## src/rtl/mcu_spi_bridge.sv

```systemverilog
// SPI mode-0 slave linking the companion MCU to the on-FPGA control targets.
// The first byte of a transaction selects a target, later bytes are strobed to it and its reply is shifted back.
module mcu_spi_bridge #(
    parameter int SYNC_STAGES = 2
) (
    input  logic       clk,
    input  logic       reset,
    input  logic       spi_ss_n,
    input  logic       spi_sclk,
    input  logic       spi_mosi,
    output logic       spi_miso,
    output logic       mcu_start,
    output logic [7:0] mcu_dout,
    output logic       mcu_sys_strobe,
    output logic       mcu_hid_strobe,
    output logic       mcu_osd_strobe,
    output logic       mcu_sdc_strobe,
    input  logic [7:0] mcu_sys_din,
    input  logic [7:0] mcu_hid_din,
    input  logic [7:0] mcu_osd_din,
    input  logic [7:0] mcu_sdc_din
);

    typedef enum logic [1:0] {IDLE, TARGET, DATA} state_t;

    state_t state, state_next;

    logic [SYNC_STAGES-1:0] ss_sync, sclk_sync, mosi_sync;
    logic       ss_s, sclk_s, mosi_s;
    logic       ss_prev, sclk_prev;
    logic       sclk_rise, sclk_fall, ss_fall;
    logic       active, byte_done, target_ok;
    logic [2:0] bit_cnt;
    logic [7:0] rx, rx_byte, tx, target, reply;
    logic       first;
    logic [3:0] strobe;
    logic [1:0] load_pend;
    logic       load_valid;

    // ss_n synchroniser and ss_prev reset low: a chip select already low at reset
    // never shows a falling edge until the MCU releases it once.
    always_ff @(posedge clk) begin
        if (reset) begin
            ss_sync   <= '0;
            sclk_sync <= '0;
            mosi_sync <= '0;
            ss_prev   <= 1'b0;
            sclk_prev <= 1'b0;
        end else begin
            ss_sync   <= {ss_sync[SYNC_STAGES-2:0], spi_ss_n};
            sclk_sync <= {sclk_sync[SYNC_STAGES-2:0], spi_sclk};
            mosi_sync <= {mosi_sync[SYNC_STAGES-2:0], spi_mosi};
            ss_prev   <= ss_s;
            sclk_prev <= sclk_s;
        end
    end

    assign ss_s      = ss_sync[SYNC_STAGES-1];
    assign sclk_s    = sclk_sync[SYNC_STAGES-1];
    assign mosi_s    = mosi_sync[SYNC_STAGES-1];
    assign sclk_rise = sclk_s & ~sclk_prev;
    assign sclk_fall = ~sclk_s & sclk_prev;
    assign ss_fall   = ss_prev & ~ss_s;
    assign active    = (state != IDLE) && !ss_s;
    assign byte_done = active && sclk_rise && (bit_cnt == 3'd7);
    assign rx_byte   = {rx[6:0], mosi_s};
    assign target_ok = (target[7:2] == 6'd0);

    always_ff @(posedge clk) begin
        if (reset) begin
            state <= IDLE;
        end else begin
            state <= state_next;
        end
    end

    always_comb begin
        state_next = state;
        case (state)
            IDLE:    if (ss_fall) state_next = TARGET;
            TARGET:  if (ss_s) state_next = IDLE;
                     else if (byte_done) state_next = DATA;
            DATA:    if (ss_s) state_next = IDLE;
            default: state_next = IDLE;
        endcase
    end

    always_comb begin
        reply = 8'h00;
        if (load_valid) begin
            case (target[1:0])
                2'd0: reply = mcu_sys_din;
                2'd1: reply = mcu_hid_din;
                2'd2: reply = mcu_osd_din;
                2'd3: reply = mcu_sdc_din;
            endcase
        end
    end

    // The falling edge that closes a byte does not shift: the reply loaded just before
    // it already presents its MSB for the first rising edge of the next byte.
    always_ff @(posedge clk) begin
        if (reset) begin
            bit_cnt    <= '0;
            rx         <= '0;
            tx         <= '0;
            target     <= '0;
            first      <= 1'b0;
            strobe     <= '0;
            mcu_start  <= 1'b0;
            mcu_dout   <= '0;
            load_pend  <= '0;
            load_valid <= 1'b0;
        end else begin
            strobe    <= '0;
            mcu_start <= 1'b0;
            mcu_dout  <= '0;
            load_pend <= {load_pend[0] & ~ss_s, byte_done};

            if (!active) begin
                bit_cnt <= '0;
            end else if (sclk_rise) begin
                rx      <= rx_byte;
                bit_cnt <= bit_cnt + 3'd1;
            end

            if (byte_done) begin
                if (state == TARGET) begin
                    target     <= rx_byte;
                    first      <= 1'b1;
                    load_valid <= 1'b0;
                end else begin
                    load_valid <= target_ok;
                    first      <= 1'b0;
                    if (target_ok) begin
                        strobe[target[1:0]] <= 1'b1;
                        mcu_start           <= first;
                        mcu_dout            <= rx_byte;
                    end
                end
            end

            if (ss_fall) begin
                tx <= '0;
            end else if (load_pend[1] && !ss_s) begin
                tx <= reply;
            end else if (active && sclk_fall && (bit_cnt != 3'd0)) begin
                tx <= {tx[6:0], 1'b0};
            end
        end
    end

    assign mcu_sys_strobe = strobe[0];
    assign mcu_hid_strobe = strobe[1];
    assign mcu_osd_strobe = strobe[2];
    assign mcu_sdc_strobe = strobe[3];
    assign spi_miso       = ~ss_s & tx[7];

endmodule

```

## config.mk

```make
export PLATFORM = sky130hd
export DESIGN_NAME = mcu_spi_bridge
export DESIGN_NICKNAME = d
export VERILOG_FILES = /design/src/rtl/mcu_spi_bridge.sv
export SDC_FILE = /design/constraint.sdc
export NUM_CORES = 1
export LEC_CHECK = 0
export BUFFER_PORTS_ARGS = -buffer_cell sky130_fd_sc_hd__buf_2
export CAP_MARGIN = 20
export CORE_UTILIZATION = 36
export CTS_BUF_LIST = sky130_fd_sc_hd__clkbuf_8 sky130_fd_sc_hd__clkbuf_16
export CTS_CLUSTER_DIAMETER = 60
export CTS_CLUSTER_SIZE = 30
export DETAILED_ROUTE_END_ITERATION = 10
export PLACE_DENSITY = 0.59
export SETUP_SLACK_MARGIN = 0.1
export SLEW_MARGIN = 5
export SYNTH_ARGS = -nofsm -noshare
export SYNTH_HDL_FRONTEND = slang
export SYNTH_SLANG_ARGS = --single-unit
```

## constraint.sdc

```tcl
create_clock -name clk -period 3.6 [get_ports clk]
set_input_delay 0.36 -clock clk [delete_from_list [all_inputs] [get_ports clk]]
set_output_delay 0.36 -clock clk [all_outputs]
set_load 0.02 [all_outputs]
```

# [Word-level counts from Yosys, hierarchy flattened]
# Cells that the tools add are included.
[totals] register_bits=53 output_inout_bits=14 in_bits=37 elab_cells=72
[op_classes] magnitude_cmp=2 n_bitwise=11 muxes=13 n_addsub=1 reduce_logical=20 n_eq_ne=9
[ops] operator="8-bit one-hot mux with 4 select lines" count=1
[ops] operator="8-bit 2-to-1 mux" count=3
[ops] operator="2-bit 2-to-1 mux" count=4
[ops] operator="1-bit logical AND" count=7
[ops] operator="2-bit equality test, second input constant" count=3
[ops] operator="6-bit logical NOT" count=1
[ops] operator="1-bit inverter" count=6
[ops] operator="2-bit one-hot mux with 3 select lines" count=1
[ops] operator="1-bit bitwise AND" count=5
[ops] operator="2-bit by 1-bit equality test with 1-bit output, second input constant" count=2
[ops] operator="2-bit logical NOT" count=2
[ops] operator="2-bit inequality test, second input constant" count=2
[ops] operator="2-bit AND reduction" count=2
[ops] operator="2-bit nonzero test" count=2
[ops] operator="2-bit OR reduction" count=2
[ops] operator="4-bit OR reduction" count=1
[ops] operator="3-bit by 1-bit adder with 3-bit output, second input constant" count=1
[ops] operator="3-bit equality test, second input constant" count=1
[ops] operator="2-bit by 3-bit less-than comparator with 1-bit output, second input constant" count=1
[ops] operator="1-bit 2-to-1 mux" count=3
[ops] operator="3-bit inequality test, second input constant" count=1
[ops] operator="3-bit AND reduction" count=1
[ops] operator="3-bit nonzero test" count=1
[ops] operator="1-bit demux with 2-bit select" count=1
[ops] operator="other kinds (2)" count=2

# [Longest topological paths before layout]
# Gate-level depths: netlist (run 1).
[depth] ltp_word=7 ltp_mapped=7 depth_no_buf=6

# [Worst setup path after synthesis (run 1)]
# Ideal clock, no wire load.
[synth_path] kind="register to register" startpoint="register bit_cnt[0]" endpoint="register tx[1]" n_path_buf=1 period_less_slack_ps=1491 t_arrival_ps=1359 setup_ps=132 stages_incl_launch_ff=8 required_time_ps=3468 setup_slack_ps=2109 cell_sequence="dfxtp_1 > inv_1 > ha_1 > nor2b_1 > nor4b_4 > buf_6 > mux2i_1 > o21ai_1"
[synth_via] elab_chain_len=3
[synth_lines] item="from (decl)" line_no="33" rtl="logic [2:0] bit_cnt;"
[synth_lines] item="from (signal assigned)" line_no="124" rtl="bit_cnt <= bit_cnt + 3'd1;"
[synth_lines] item="3-bit nonzero test" line_no="147" rtl="end else if (active && sclk_fall && (bit_cnt != 3'd0)) begin"
[synth_lines] item="1-bit logical AND" line_no="147"
[synth_lines] item="2-bit nonzero test (no source line)"
[synth_lines] item="to (signal assigned)" line_no="146" rtl="tx <= reply;"
[synth_lines] item="to (signal assigned)" line_no="148" rtl="tx <= {tx[6:0], 1'b0};"
[synth_lines] item="to (decl)" line_no="34" rtl="logic [7:0] rx, rx_byte, tx, target, reply;"
# No other way between the ends.
# A chain may end at the register's enable or synchronous reset.

# [Worst setup path in the final report (run 1)]
[layout_path] startpoint="register bit_cnt[0]" endpoint="register target[3]"
[layout_via] elab_chain_len=3
[layout_lines] item="3-bit equality test" line_no="65" rtl="assign byte_done = active && sclk_rise && (bit_cnt == 3'd7);"
[layout_lines] item="1-bit logical AND" line_no="65"
[layout_lines] item="2-bit AND reduction (no source line)"
[layout_lines] item="to (signal assigned)" line_no="129" rtl="target <= rx_byte;"
[layout_lines] item="to (decl)" line_no="34"
# No other way between the ends.

==> flow_summary.json, run 1 <==
{
  "synth_warnings": 0,
  "initial_core_util": 0.385,
  "fin_worst_skew_ps": 6.32,
  "globalRouteMet3Util": 0.0286,
  "drc_errors": 0,
  "syn_area_um2": 2170,
  "worstMarginPinSlew_ps": 940,
  "path_buf_inv": 0,
  "met2_usage": 0.192,
  "htreeDepth": 2,
  "clk_path_buf_depth": 2,
  "grt-busiest-layer": "met2",
  "cpPeakStageDelay_ps": 740,
  "cts-root-buf": "clkbuf_8",
  "holdBufCountCts": 0,
  "final_area_um2": 2510,
  "r2r_cells": 6,
  "num_vias": 1523,
  "power_uw": 942,
  "cpMostUsedCell": "ha_1",
  "drt-total-wl_mm": 3.83,
  "cts.clk_slew.worst_paths_ps": 80,
  "postRouteAntennaNets": 0,
  "period_minus_slack_ps": 2060,
  "drive_above_1_share": 0.253,
  "reg2reg_from": "bit_cnt[0]$_SDFFE_PP0P_",
  "grt_max_degree": 32,
  "hold_viol_final": 0,
  "viasPerCell": 4.69,
  "synth_fp_nets": 246,
  "post_cts_buffers": 0,
  "portBuffers": 50,
  "ys_ff_latch": 53,
  "gr-usage-met1": 0.175,
  "rsz0062_at_grt": "no",
  "die_y_um": 79.6,
  "timing.fmax_mhz": 484,
  "grt_first_pass_wirelength_mm": 6.35,
  "fill_cells": 549,
  "overflow": 0,
  "insertion_delay_ps": 300,
  "netlist_instances": 206,
  "cts_made_buffers": 5,
  "drt_first_pass_iters": 4,
  "track_usage": 0.129,
  "hold_class": "input pin to register",
  "cp.required_ps": 3760,
  "path_max_fanout": 10,
  "cts_tree": "yes",
  "area_growth_syn_to_layout_pct": 15.8,
  "clock_sinks": 53,
  "place_hpwl_mm": 2.70,
  "outcome": "finished clean",
  "die_x_um": 79.6,
  "period_share": 0.573,
  "slew_viol_final": 0,
  "hold-path-endpoint": "sclk_sync[0]$_SDFF_PP0_",
  "rows": 27,
  "leakage_nw": 0.982,
  "max-vdd-ir-drop_v": 0.000163,
  "crit_type": "register to register",
  "hold_path.startpoint": "spi_sclk",
  "startpoint_type": "register",
  "slew_headroom": 0.372,
  "whs_path_depth": 2,
  "maxCapViolCount": 0,
  "setup_violations": 0,
  "coreArea_um2": 5640,
  "antenna_found_initial": 0,
  "wl_per_cell_um": 11.8,
  "cts_resized": 0,
  "crit_path_end_kind": "register",
  "power_density_nw_per_um2": 375,
  "cp_top_family": "simple AND/OR/NAND/NOR gates",
  "path_cells": "ha_1, ha_1, and3b_1, nor3b_2, mux2i_1, nor2_1",
  "layout.nets": 292,
  "avgSynthCellArea_um2": 10.5,
  "gp_congestion": 0.752,
  "hold_ws_ps": 267,
  "fin_tns_setup_ps": 0,
  "crit_arrival_ps": 2230,
  "grt_pass1_vias": 1359,
  "drt_iter0_markers": 56,
  "ys_seq_area_frac": 0.489,
  "r2r_slack_ps": 1540,
  "slowest_stage": "nor3b_2",
  "synth_cell_types": 37,
  "n_antenna_cell": 0,
  "post_dp_cell_area_um2": 2430,
  "io_pins": 51,
  "die_area_um2": 6340,
  "r2r_end": "target[3]$_SDFFE_PP0P_"
}
## cells in the final DEF, fill, tap and decap left out, drive strengths merged
cell | Yosys | final
a311oi | 1 | 1
xnor2 | 1 | 1
and3 | 1 | 1
nor2b | 10 | 10
ha | 3 | 3
nor3b | 3 | 3
clkbuf | 2 | 5
o21ai | 9 | 9
mux2i | 37 | 37
nor3 | 1 | 1
inv | 3 | 6
o21bai | 1 | 1
nor4 | 1 | 1
or3 | 1 | 1
a32o | 1 | 1
a21oi | 2 | 2
nor4b | 2 | 2
o22ai | 7 | 7
and3b | 3 | 3
dfxtp | 53 | 53
nand2b | 2 | 2
nand2 | 9 | 9
nor2 | 28 | 28
and2 | 11 | 11
o21ba | 1 | 1
a31o | 1 | 1
and2b | 1 | 1
mux4 | 1 | 1
buf | 9 | 50
nand3 | 1 | 1
## cell families after synthesis
group                      Yosys count  synth area share
xor gates and xnor gates             1           0.00404
AOI/OAI and AO/OA                   23            0.0715
DFF                                 53             0.489
buffers and inverters               14            0.0409
muxes                               38             0.181
and+or+nand+nor                     74             0.196
adders and majority gates            3            0.0173
## final cells by class
cell class,instances,area (µm²),share of cell area
Clock buffer,5,68.8,0.0274
Clock inverter,3,11.3,0.00448
Inverter,3,11.3,0.00448
Multi-Input combinational cell,139,1020,0.406
Sequential cell,53,1060,0.422
Tap cell,72,90.1,0.0359
Timing Repair Buffer,50,250,0.0996
## metrics by stage
step | cells | setup slack [ps] | utilization
after floorplan | 206 | 2110 | -
after global placement | 317 | 1560 | 0.431
after detailed placement | 317 | 1520 | 0.431
after CTS | 325 | 1500 | 0.445
after global routing | 325 | 1350 | 0.445
final | 325 | 1540 | 0.445
## Yosys cell counts (all sizes together)
| master | count | share of area |
|---|---|---|
| o22ai | 7 | 0.020 |
| nand2 | 9 | 0.017 |
| a21oi | 2 | 0.0046 |
| a311oi | 1 | 0.0040 |
| buf | 9 | 0.032 |
| or3 | 1 | 0.0029 |
| a31o | 1 | 0.0040 |
| nor2 | 28 | 0.048 |
| clkbuf | 2 | 0.0035 |
| inv | 3 | 0.0052 |
| and2 | 11 | 0.032 |
| ha | 3 | 0.017 |
| and2b | 1 | 0.0035 |
| nand2b | 2 | 0.0058 |
| and3 | 1 | 0.0029 |
| nor3b | 3 | 0.013 |
| a32o | 1 | 0.0046 |
| o21ba | 1 | 0.0046 |
| nand3 | 1 | 0.0023 |
| dfxtp | 53 | 0.49 |
| xnor2 | 1 | 0.0040 |
| and3b | 3 | 0.012 |
| o21bai | 1 | 0.0087 |
| o21ai | 9 | 0.021 |
| nor2b | 10 | 0.029 |
| mux4 | 1 | 0.010 |
| nor4b | 2 | 0.018 |
| nor4 | 1 | 0.0029 |
| mux2i | 37 | 0.17 |
| nor3 | 1 | 0.0075 |
## worst max-delay path by stage
stage / startpoint / endpoint / slack, ps / depth (start not counted)
after floorplan: bit_cnt[0]$_SDFFE_PP0P_ / tx[1]$_SDFFE_PP0P_ / 2110 / 7
after global placement: bit_cnt[0]$_SDFFE_PP0P_ / target[1]$_SDFFE_PP0P_ / 1560 / 6
final: bit_cnt[0]$_SDFFE_PP0P_ / target[3]$_SDFFE_PP0P_ / 1540 / 6
after global routing: bit_cnt[0]$_SDFFE_PP0P_ / target[3]$_SDFFE_PP0P_ / 1350 / 6
after CTS: bit_cnt[0]$_SDFFE_PP0P_ / target[3]$_SDFFE_PP0P_ / 1500 / 6
after detailed placement: bit_cnt[0]$_SDFFE_PP0P_ / target[1]$_SDFFE_PP0P_ / 1520 / 6
## layer usage
| metal | wire (µm) | share of wire | vias up |
|---|---|---|---|
| met5 | 0 | 0 | - |
| met4 | 70 | 0.018 | 0 |
| met3 | 189 | 0.049 | 8 |
| met2 | 1590 | 0.41 | 35 |
| met1 | 1980 | 0.52 | 685 |
| li1 | - | - | 795 |
## power by group
part           total, mW  internal [mW]  switching [mW]
combinational     0.0419         0.0233          0.0187
sequential         0.593          0.590         0.00365
clock              0.307          0.130           0.177
total              0.942          0.743           0.199
## sequential cells by signal, summed over array words and instances, names as in the netlist, 3 cells and up
register	count
bit_cnt	3
strobe	4
rx	7
mcu_dout	8
tx	8
target	8
## worst register-to-register path, delay by kind of cell (launching register included)
family / cells / cell delay (ps)
fa+ha+maj: 2 / 290
mux: 1 / 260
flops: 1 / 380
simple gates: 3 / 1000
Note: power is estimated with default switching activity, not from simulation.
==> inputs of run 2 (changes only) <==
==> constraint.sdc (replaced) <==
create_clock -name clk -period 2.1 [get_ports clk]
set_input_delay 0.21 -clock clk [delete_from_list [all_inputs] [get_ports clk]]
set_output_delay 0.21 -clock clk [all_outputs]
set_load 0.02 [all_outputs]
==> run 2 against run 1 <==
Utilization is 1.1 points higher. Final cell count is 1.8% higher. Cell area is 2.5% higher. Clock power is 98% higher. Sequential share of layout area is 1.0 points lower. Critical path type unchanged. Largest cell class unchanged. Largest power group unchanged.
==> flow_summary.json, run 2 (same netlist as run 1, synthesis figures left out) <==
{
  "outcome": "finished clean",
  "slew_viol_final": 0,
  "fin_tns_setup_ps": 0,
  "layout.nets": 298,
  "fill_cells": 579,
  "cts.clk_slew.worst_paths_ps": 110,
  "cpPeakStageDelay_ps": 420,
  "slew_headroom": 0.695,
  "leakage_nw": 1.01,
  "grt_pass1_vias": 1381,
  "cts_tree": "yes",
  "die_y_um": 79.6,
  "path_cells": "ha_1, ha_1, and3b_1, nand2_2, nor3_4, nor3b_1",
  "layout_common_cells": "dfxtp_1, buf_2, mux2i_1",
  "antenna_found_initial": 0,
  "grt_max_degree": 20,
  "die_x_um": 79.6,
  "crit_type": "register to register",
  "cpMostUsedCell": "ha_1",
  "reg_top3": "mcu_dout: 8 flops, target: 8 flops, tx: 8 flops",
  "cts-root-buf": "clkbuf_8",
  "clk_path_buf_depth": 2,
  "startpoint_type": "register",
  "clock_sinks": 53,
  "seqCellArea_um2": 1060,
  "cp_top_family": "simple AND/OR/NAND/NOR gates",
  "max-vdd-ir-drop_v": 0.000241,
  "final_util": 0.456,
  "drt_first_pass_iters": 4,
  "drt-total-wl_mm": 3.79,
  "drive_above_1_share": 0.282,
  "portBuffers": 50,
  "path_buf_inv": 0,
  "track_usage": 0.127,
  "slowest_stage": "nor3_4",
  "crit_path_end_kind": "register",
  "maxCapViolCount": 0,
  "hold_ws_ps": 105,
  "area_growth_syn_to_layout_pct": 18.7,
  "wl_per_cell_um": 11.5,
  "period_share": 0.803,
  "worstMarginPinSlew_ps": 456,
  "preCtsSetupSlack_ps": 411,
  "num_vias": 1526,
  "htreeDepth": 2,
  "path_max_fanout": 14,
  "grt_first_pass_wirelength_mm": 6.20,
  "rsz0062_at_grt": "no",
  "cts_made_buffers": 5,
  "hold_viol_final": 0,
  "fin_worst_skew_ps": 9.74,
  "crit_arrival_ps": 1930,
  "post_cts_buffers": 0,
  "timing.final.ws_setup_ps": 415,
  "n_antenna_cell": 0,
  "postRouteAntennaNets": 0,
  "coreArea_um2": 5640,
  "drc_errors": 0,
  "power_density_nw_per_um2": 660,
  "insertion_delay_ps": 310,
  "place_hpwl_mm": 2.76,
  "setup_violations": 0,
  "overflow": 0,
  "post_dp_cell_area_um2": 2480,
  "rows": 27,
  "die_area_um2": 6340,
  "io_pins": 51,
  "holdBufCountCts": 0,
  "timing.fmax_mhz": 593,
  "viasPerCell": 4.61,
  "final_area_um2": 2570,
  "gp_congestion": 0.737,
  "cp.required_ps": 2350,
  "layout_commonest_cell": "dfxtp_1",
  "hold_class": "input pin to register",
  "cts_resized": 0,
  "initial_core_util": 0.385,
  "drt_iter0_markers": 52,
  "period_minus_slack_ps": 1690,
  "multi_input_area_um2": 1020
}
[run 2: routing by layer]
| metal | global-route usage | share of wire | routed length (µm) | vias to the layer above |
|---|---|---|---|---|
| met4 | 0.0600 | 0.020 | 76 | 0 |
| met5 | 0 | 0 | 0 | - |
| met1 | 0.157 | 0.50 | 1900 | 677 |
| met2 | 0.199 | 0.42 | 1590 | 35 |
| li1 | - | - | - | 807 |
| met3 | 0.0377 | 0.059 | 223 | 7 |
[run 2: power breakdown]
part | internal, mW | switching [mW]
logic | 0.0425 | 0.0318
registers | 1.01 | 0.00614
clock network | 0.250 | 0.358
total | 1.30 | 0.395
[run 2: worst paths after layout]
path / start / end / slack, ps / cells past startpoint
max reg2reg: bit_cnt[0]$_SDFFE_PP0P_ / strobe[0]$_SDFF_PP0_ / 410 / 6
min: spi_sclk / sclk_sync[0]$_SDFF_PP0_ / 110 / 2
min reg2reg: mosi_sync[0]$_SDFF_PP0_ / mosi_sync[1]$_SDFF_PP0_ / 450 / 1
max: bit_cnt[0]$_SDFFE_PP0P_ / strobe[0]$_SDFF_PP0_ / 410 / 6
[run 2: final cells by class]
class	instances	share of cell area
clock inverters	3	0.0112
multi-input cells	139	0.396
inverters	3	0.00437
flip-flops and latches	53	0.412
clock buffers	5	0.0267
repair buffers	56	0.115
well taps	72	0.0350
[run 2: stage by stage]
stage,cells,power [mW]
after detailed placement,323,1.12
final,331,1.70
after global placement,323,1.12
after global routing,331,1.78
after CTS,331,1.73
after floorplan,206,1.07
